## config.mk

```make
export PLATFORM = sky130hd
export DESIGN_NAME = ras_ckpt
export DESIGN_NICKNAME = d
export VERILOG_FILES = /design/src/rtl/ras_ckpt.sv
export SDC_FILE = /design/constraint.sdc
export NUM_CORES = 1
export LEC_CHECK = 0
export CAP_MARGIN = 20
export CORE_MARGIN = 10
export CORE_UTILIZATION = 55
export DETAILED_ROUTE_END_ITERATION = 8
export HOLD_SLACK_MARGIN = 0.06
export PLACE_DENSITY_LB_ADDON = 0.08
export SYNTH_ARGS = -nofsm -noshare
export SYNTH_HDL_FRONTEND = slang
export SYNTH_SLANG_ARGS = --single-unit
export TNS_END_PERCENT = 30
```

## constraint.sdc

```tcl
create_clock -name CLK -period 5.26 [get_ports CLK]
set_input_delay 1.052 -clock CLK [delete_from_list [all_inputs] [get_ports CLK]]
set_output_delay 1.052 -clock CLK [all_outputs]
set_load 0.01 [all_outputs]
```

## src/rtl/ras_ckpt.sv

```systemverilog
// -----------------------------------------------------------------------------
// ras_ckpt : parametrised return address stack with checkpoint/restore.
//
// Fetch-stage RAS for the branch predictor. Each cycle it exports its
// pre-update top pointer and valid count as a checkpoint. Restoring that
// checkpoint after a mispredict or flush rewinds the speculative stack.
// When the stack overflows, the pointer wraps and the oldest entry is
// overwritten; the count saturates at RAS_ENTRIES. A push and a pop in the
// same cycle (coroutine return/link) replace the top entry.
//
// Optional feature (compile-time macro RAS_RESTORE_TOS_EN):
//   When defined, a restore also writes restore_target into the entry at
//   restore_index. This repairs a top entry that wrong-path pushes
//   clobbered. When undefined, restore_target is ignored.
//
// Ports:
//   CLK, nRST        clock, asynchronous active-low reset
//   push_valid       call/link predicted; push push_target
//   push_target      return address to push
//   pop_valid        return predicted; pop the top entry
//   pop_target       entry[top] (pre-update, combinational from state)
//   pop_empty        count == 0
//   ckpt_index       current top pointer (pre-update)
//   ckpt_count       current valid count (pre-update)
//   restore_valid    rewind to (restore_index, restore_count); has
//                    priority over push and pop
//   restore_index    snapshot top pointer
//   restore_count    snapshot count (must not exceed RAS_ENTRIES)
//   restore_target   snapshot top entry (RAS_RESTORE_TOS_EN only)
// -----------------------------------------------------------------------------
module ras_ckpt #(
  parameter int RAS_ENTRIES      = 8,
  parameter int RAS_TARGET_WIDTH = 31,
  parameter int LOG_RAS_ENTRIES  = $clog2(RAS_ENTRIES)
) (
  input  logic                        CLK,
  input  logic                        nRST,
  input  logic                        push_valid,
  input  logic [RAS_TARGET_WIDTH-1:0] push_target,
  input  logic                        pop_valid,
  output logic [RAS_TARGET_WIDTH-1:0] pop_target,
  output logic                        pop_empty,
  output logic [LOG_RAS_ENTRIES-1:0]  ckpt_index,
  output logic [LOG_RAS_ENTRIES:0]    ckpt_count,
  input  logic                        restore_valid,
  input  logic [LOG_RAS_ENTRIES-1:0]  restore_index,
  input  logic [LOG_RAS_ENTRIES:0]    restore_count,
  input  logic [RAS_TARGET_WIDTH-1:0] restore_target
);

  localparam logic [LOG_RAS_ENTRIES-1:0] TOP_MAX = LOG_RAS_ENTRIES'(RAS_ENTRIES - 1);
  localparam logic [LOG_RAS_ENTRIES-1:0] TOP_ONE = LOG_RAS_ENTRIES'(1);
  localparam logic [LOG_RAS_ENTRIES:0]   CNT_MAX = (LOG_RAS_ENTRIES + 1)'(RAS_ENTRIES);
  localparam logic [LOG_RAS_ENTRIES:0]   CNT_ONE = (LOG_RAS_ENTRIES + 1)'(1);

  logic [RAS_TARGET_WIDTH-1:0] entry_q [RAS_ENTRIES];
  logic [LOG_RAS_ENTRIES-1:0]  top_q;
  logic [LOG_RAS_ENTRIES:0]    count_q;
  logic [LOG_RAS_ENTRIES-1:0]  top_inc;
  logic [LOG_RAS_ENTRIES-1:0]  top_dec;

  // Wrap uses an explicit compare against the last index, not bit
  // truncation. This keeps non-power-of-2 depths correct.
  // NOTE: every signal assigned in always_comb gets a value on every path;
  // otherwise synthesis infers a latch.
  always_comb begin
    top_inc = (top_q == TOP_MAX) ? '0 : top_q + TOP_ONE;
    top_dec = (top_q == '0) ? TOP_MAX : top_q - TOP_ONE;
  end

  // NOTE: all sequential state uses non-blocking assignments. Every
  // always_ff then reads the pre-edge values, whatever the evaluation order.
  always_ff @(posedge CLK or negedge nRST) begin
    if (!nRST) begin
      top_q   <= '0;
      count_q <= '0;
      // NOTE: the entry array is reset as well, so pop_target reads a
      // defined 0 after reset instead of an X from an unwritten entry.
      for (int i = 0; i < RAS_ENTRIES; i++) begin
        entry_q[i] <= '0;
      end
    end else if (restore_valid) begin
      // Restore wins. Any push or pop in the same cycle is wrong-path
      // work and is dropped.
      top_q   <= restore_index;
      count_q <= restore_count;
`ifdef RAS_RESTORE_TOS_EN
      entry_q[restore_index] <= restore_target;
`endif
    end else if (push_valid && pop_valid) begin
      // Return and link in the same cycle: replace the top in place.
      entry_q[top_q] <= push_target;
      if (count_q == '0) begin
        count_q <= CNT_ONE;
      end
    end else if (push_valid) begin
      // On overflow the pointer wraps onto the oldest entry and the
      // count stays saturated.
      top_q            <= top_inc;
      entry_q[top_inc] <= push_target;
      if (count_q != CNT_MAX) begin
        count_q <= count_q + CNT_ONE;
      end
    end else if (pop_valid && (count_q != '0)) begin
      top_q   <= top_dec;
      count_q <= count_q - CNT_ONE;
    end
  end

`ifndef RAS_RESTORE_TOS_EN
  // restore_target has no effect in this build.
  logic unused_restore_target;
  assign unused_restore_target = ^restore_target;
`endif

  assign pop_target = entry_q[top_q];
  assign pop_empty  = (count_q == '0);
  assign ckpt_index = top_q;
  assign ckpt_count = count_q;

endmodule
```

==> flow_summary.json, run 1 <==
{
  "dieArea_sq_mm": 0.02834,
  "hold-worst-slack_ns": 0.4873,
  "hold_path_startpoint": "entry_q[94]",
  "n_antenna_cell": 0,
  "clockPowerShare": 0.216,
  "yosysSeqAreaShare": 0.5272,
  "synth_top_area_cell": "dfrtp_1",
  "placed_area_sq_mm": 0.01322,
  "drive_gt1_frac": 0.4151,
  "dp_hpwl_microns": 18600,
  "ys.warnings.count": 0,
  "critPathArrivalTime_ns": 3.42,
  "pre_cts_slack_ns": 1.036,
  "vias": 7669,
  "r2r-end": "entry_q[132]",
  "drtIter0Drc": 624,
  "final_antenna_net_count": 0,
  "clkLatencyLatePin_ns": 0.54,
  "routed_via_density": 6.276,
  "max_freq_mhz": 223.8,
  "yosysUniqueCellTypes": 51,
  "power_leakage_nw": 6.209,
  "track_usage": 0.2147,
  "worstRegToRegCells": 8,
  "wl_microns": 30850,
  "crit_buf_inv": 2,
  "final-max-slew-violation-count": 0,
  "port_buffers": 81,
  "required_ns": 4.21,
  "end_kind": "output pin",
  "wl_met1_microns": 13490,
  "final.setup_skew_ns": 0.01710,
  "path_class": "flop to output pin",
  "drc": 0,
  "hold_violations": 0,
  "reg2reg_from": "ckpt_index[0]",
  "critical_path.max_fanout": 40,
  "crit_family": "buffers and inverters",
  "htreeDepth": 1,
  "cts_made_buffers": 27,
  "async_flop_share": 1.000,
  "io_pins": 113,
  "initial_utilization": 0.5563,
  "fin_crit_sh": 0.8495,
  "p_switching_mw": 2.618,
  "gp_congestion": 0.8188,
  "slowest_stage": "dfrtp_2",
  "power_mw": 8.459,
  "grt_max_degree": 116,
  "cts_sinks": 255,
  "grt_pass1_wl_microns": 48830,
  "grt-ovfl-total": 0,
  "min_path_cells": 1,
  "path_clk_slew_ns": 0.06,
  "pwr-share-comb": 0.373,
  "seqPwrFrac": 0.410,
  "maxUsedRoutingLayer": "met4",
  "p_sw_frac": 0.3095,
  "ys_ff_latch": 255,
  "fin_area_sq_mm": 0.01408,
  "start_kind": "flop",
  "cp_num_cells": 5,
  "post_cts_buffers": 0,
  "wl_met2_microns": 15080,
  "min_to": "entry_q[94]",
  "hold_path_class": "flop to flop",
  "cts_tree": "built",
  "reg2reg_slack_ns": 1.04,
  "synth_common_cells": "255 x dfrtp_1, 230 x mux2_2, 60 x mux2_4, 41 x a221oi_1, 38 x nand2_1",
  "rows": 54,
  "yosysMostFrequentCell": "dfrtp_1",
  "internal_power_mw": 5.841,
  "tightest_slew_ns": 0.9015,
  "syn_to_final_growth_pct": 16.34,
  "ctsHoldBuffers": 0,
  "wl_met3_microns": 1808,
  "yosysTopAreaCellShare": 0.5272,
  "synth_fp_nets": 926,
  "p_per_area_mw_per_mm2": 600.7,
  "fp.dieW_microns": 168.3,
  "nets": 1006,
  "synth_area_sq_mm": 0.01210,
  "setup_tns_ns": 0,
  "period_needed_ns": 4.468,
  "firstDrtPassIters": 5,
  "coreArea_sq_mm": 0.02176,
  "finalWorstSetupSlack_ns": 0.7919,
  "postSynthCellCount": 844,
  "outcome": "complete, no violations",
  "path_cells": "buf_4 > and2_0 > a221oi_1 > o22ai_1 > clkdlybuf4s50_1",
  "clockBufferDepth": 3,
  "grt_pass1_vias": 8375,
  "slowest_delay_ns": 0.70,
  "synth_edf_count": 0,
  "cts-resized-gates": 0,
  "max-cap-violations": 0,
  "relSlewSlack": 0.3990,
  "setup_violations": 0,
  "root_buffer": "clkbuf_16",
  "rsz0062_at_grt": "no",
  "syn_area_per_cell_sq_um": 14.34,
  "synth.area.top_cells": "dfrtp_1 53%, mux2_2 21%, mux2_4 7.4%, mux4_2 3.3%, a221oi_1 3.0%",
  "wl_per_cell_microns": 25.25,
  "antenna_found_initial": 0,
  "irDropWorstVdd_mv": 0.3652,
  "die_height_microns": 168.3,
  "synth_flop_cell": "dfrtp_1"
}
==> worst max path at each step <==
stage | from | endpoint | slack (ns)
2_1_floorplan | ckpt_index[1] | entry_q[155] | 2.42
3_3_place_gp | ckpt_index[0] | entry_q[140] | 1.10
3_5_place_dp | ckpt_index[0] | entry_q[139] | 1.04
4_1_cts | ckpt_index[2] | pop_target[8] | 0.72
5_1_grt | ckpt_index[0] | pop_target[14] | 0.64
6_report | ckpt_index[2] | pop_target[8] | 0.79
==> state kept, by name, indices dropped and copies added, names as in the netlist <==
signal	flops
ckpt_count	4
entry_q	248
ckpt_index	3
==> layout by cell type (no fill, tap or decap), drive strengths merged, types with 2 or more instances in the layout <==
cell and n:
a221oi 41, and4 2, mux4 18, nor2 19, dfrtp 255, ha 7
a31oi 2, a21oi 5, clkinv 9, o21ai 17, o221ai 2, mux2 291
nor2b 9, o32a 2, nor4 2, clkdlybuf4s50 80, nor3b 3, mux2i 7
nand2 40, o22ai 14, buf 26, clkbuf 38, nor3 3, a32oi 2
a22oi 20, inv 7, o2bb2ai 3, a211oi 2
==> metal layers <==
layer  track usage  vias to the layer above
li1              -                     3339
met1        0.2919                     4073
met2        0.3499                      216
met3       0.04028                       41
met4       0.04883                        0
met5             0                        -
==> cell families after synthesis <==
kind of cell / Yosys count / synth area share
AO/OA/AOI/OAI: 116 / 0.07288
flip-flops: 255 / 0.5272
XOR/XNOR: 1 / 0.0007238
AND/OR/NAND/NOR: 85 / 0.03381
multiplexers: 316 / 0.3286
buffers and inverters: 63 / 0.02781
adder cells (fa/ha/maj): 8 / 0.008890
==> final cells by class <==
cell class / instances / area (sq um)
clock inverter: 9 / 51.30
inverter: 8 / 30.03
timing repair buffer: 106 / 1028
fill: 1593 / 7675
clock buffer: 38 / 807.0
multi-input combinational: 526 / 5426
sequential: 255 / 6387
tap: 280 / 350.3
==> stage by stage <==
stage          utilization  cells
3_5_place_dp        0.6078   1175
5_1_grt             0.6472   1222
3_3_place_gp        0.6078   1175
6_report            0.6472   1222
4_1_cts             0.6472   1222
2_1_floorplan            -    844
==> power by group through the flow <==
stage | Sequential (mW) | Clock, mW | Combinational [mW]
6_report | 3.47 | 1.83 | 3.16
5_1_grt | 3.59 | 1.96 | 3.38
4_1_cts | 3.47 | 1.87 | 3.19
3_5_place_dp | 3.49 | 0 | 3.17
3_3_place_gp | 3.39 | 0 | 3.08
2_1_floorplan | 3.27 | 0 | 2.19
(Power assumes the default switching activity.)
==> inputs of run 2 (changes only) <==
==> constraint.sdc (replaced) <==
create_clock -name CLK -period 4.25 [get_ports CLK]
set_input_delay 0.85 -clock CLK [delete_from_list [all_inputs] [get_ports CLK]]
set_output_delay 0.85 -clock CLK [all_outputs]
set_load 0.01 [all_outputs]
==> run 2 against run 1 <==
  * Total power increased by 26%
  * Clock power increased by 34%
  * Non-clock buffer count increased by 14
  * Critical path type unchanged
  * Critical endpoint unchanged
==> flow_summary.json, run 2 (synthesis gave the netlist of run 1 again) <==
{
  "rows": 54,
  "port_buffers": 81,
  "largest_reg_flops": 248,
  "start_kind": "flop",
  "wl_per_cell_microns": 24.89,
  "cts_sinks": 255,
  "cts_made_buffers": 28,
  "cts_tree": "built",
  "htreeDepth": 1,
  "fin_crit_sh": 0.9697,
  "root_buffer": "clkbuf_16",
  "initial_utilization": 0.5563,
  "firstDrtPassIters": 4,
  "max_freq_mhz": 242.6,
  "hold_path_class": "input port to async pin",
  "relSlewSlack": 0.4206,
  "regMostFlops": "entry_q",
  "path_clk_slew_ns": 0.06,
  "routed_via_density": 6.239,
  "syn_to_final_growth_pct": 18.29,
  "finalWorstSetupSlack_ns": 0.1288,
  "required_ns": 3.40,
  "tightest_slew_ns": 0.8692,
  "dieArea_sq_mm": 0.02834,
  "setup_violations": 0,
  "period_needed_ns": 4.121,
  "end_kind": "output pin",
  "clkLatencyLatePin_ns": 0.55,
  "drc": 0,
  "final_cell_mix": "252 x dfrtp_1, 230 x mux2_2, 80 x clkdlybuf4s50_1, 60 x mux2_4, 41 x a221oi_1",
  "antenna_found_initial": 0,
  "hold-worst-slack_ns": 0.3639,
  "mostFrequentLayoutCell": "dfrtp_1",
  "max-cap-violations": 0,
  "track_usage": 0.2172,
  "final_antenna_net_count": 0,
  "hold_violations": 0,
  "setup_tns_ns": 0,
  "die_height_microns": 168.3,
  "critical_path.max_fanout": 13,
  "final.setup_skew_ns": 0.01808,
  "io_pins": 113,
  "grt_pass1_wl_microns": 49320,
  "final-max-slew-violation-count": 0,
  "fp.dieW_microns": 168.3,
  "coreArea_sq_mm": 0.02176,
  "drtIter0Drc": 486,
  "wl_microns": 30890,
  "ctsHoldBuffers": 0,
  "grt_pass1_vias": 8454,
  "drive_gt1_frac": 0.4266,
  "post-place-cells": 1189,
  "irDropWorstVdd_mv": 0.4120,
  "p_per_area_mw_per_mm2": 747.2,
  "post_cts_buffers": 0,
  "dp_hpwl_microns": 19290,
  "pre_cts_slack_ns": 0.6315,
  "outcome": "complete, no violations",
  "grt-ovfl-total": 0,
  "clockBufferDepth": 3,
  "vias": 7742,
  "power_leakage_nw": 6.313,
  "final_cells": 1241,
  "grt_max_degree": 113,
  "rsz0062_at_grt": "no",
  "n_antenna_cell": 0,
  "critPathArrivalTime_ns": 3.27,
  "gp_congestion": 0.8164,
  "path_class": "flop to output pin",
  "nets": 1021
}
## run 2: layout make-up
cell class	count	area [sq um]
Multi-Input combinational cell	526	5436
Inverter	8	30.03
Tap cell	280	350.3
Timing Repair Buffer	120	1159
Clock inverter	11	123.9
Clock buffer	41	829.5
Fill cell	1565	7440
Sequential cell	255	6387
## run 2: layer usage
metal  vias to the layer above  track usage  share of wire
met5                         -            0              0
met4                         0      0.06018          0.024
met3                        57      0.03818          0.056
met2                       213       0.3523           0.48
met1                      4103       0.2942           0.44
li1                       3369            -              -
## run 2: worst paths after layout
kind	start	to	slack, ns	cells after the start
worst max-delay path	ckpt_index[1]	pop_target[8]	0.13	6
worst min-delay path	nRST	entry_q[137]	0.36	1
max in group asynchronous	nRST	entry_q[89]	2.86	2
worst min register to register	entry_q[46]	entry_q[46]	0.50	1
worst max register to register	ckpt_index[0]	entry_q[235]	0.91	8
min in group CLK	entry_q[46]	entry_q[46]	0.50	1
## run 2: repair_timing
action / 4_1_cts / 5_1_grt
gates resized for setup: 0 / 3
setup endpoints to repair: 0 / 5
hold endpoints to repair: 0 / 0
## run 2: per-stage QoR
step	total power [mW]	instance area, sq um	util
after global routing	11.31	14320	0.6580
final	10.70	14320	0.6580
after detailed placement	8.272	13350	0.6138
after CTS	10.76	14310	0.6576
after global placement	8.036	13350	0.6138
after floorplan	6.761	12100	-
## run 2: critical path, cell delays in order (launching register included)
cell and delay (ns):
dfrtp_2 0.39, clkinv_1 0.54, nor2_1 0.67, buf_4 0.26, a221oi_1 0.09, o22ai_1 0.20, clkdlybuf4s50_1 0.57
## run 2: power breakdown
group          total [mW]  internal [mW]  switching (mW)
registers            4.25           3.61           0.645
logic                3.98           2.34            1.64
clock network        2.46           1.47           0.986
total                10.7           7.42            3.27
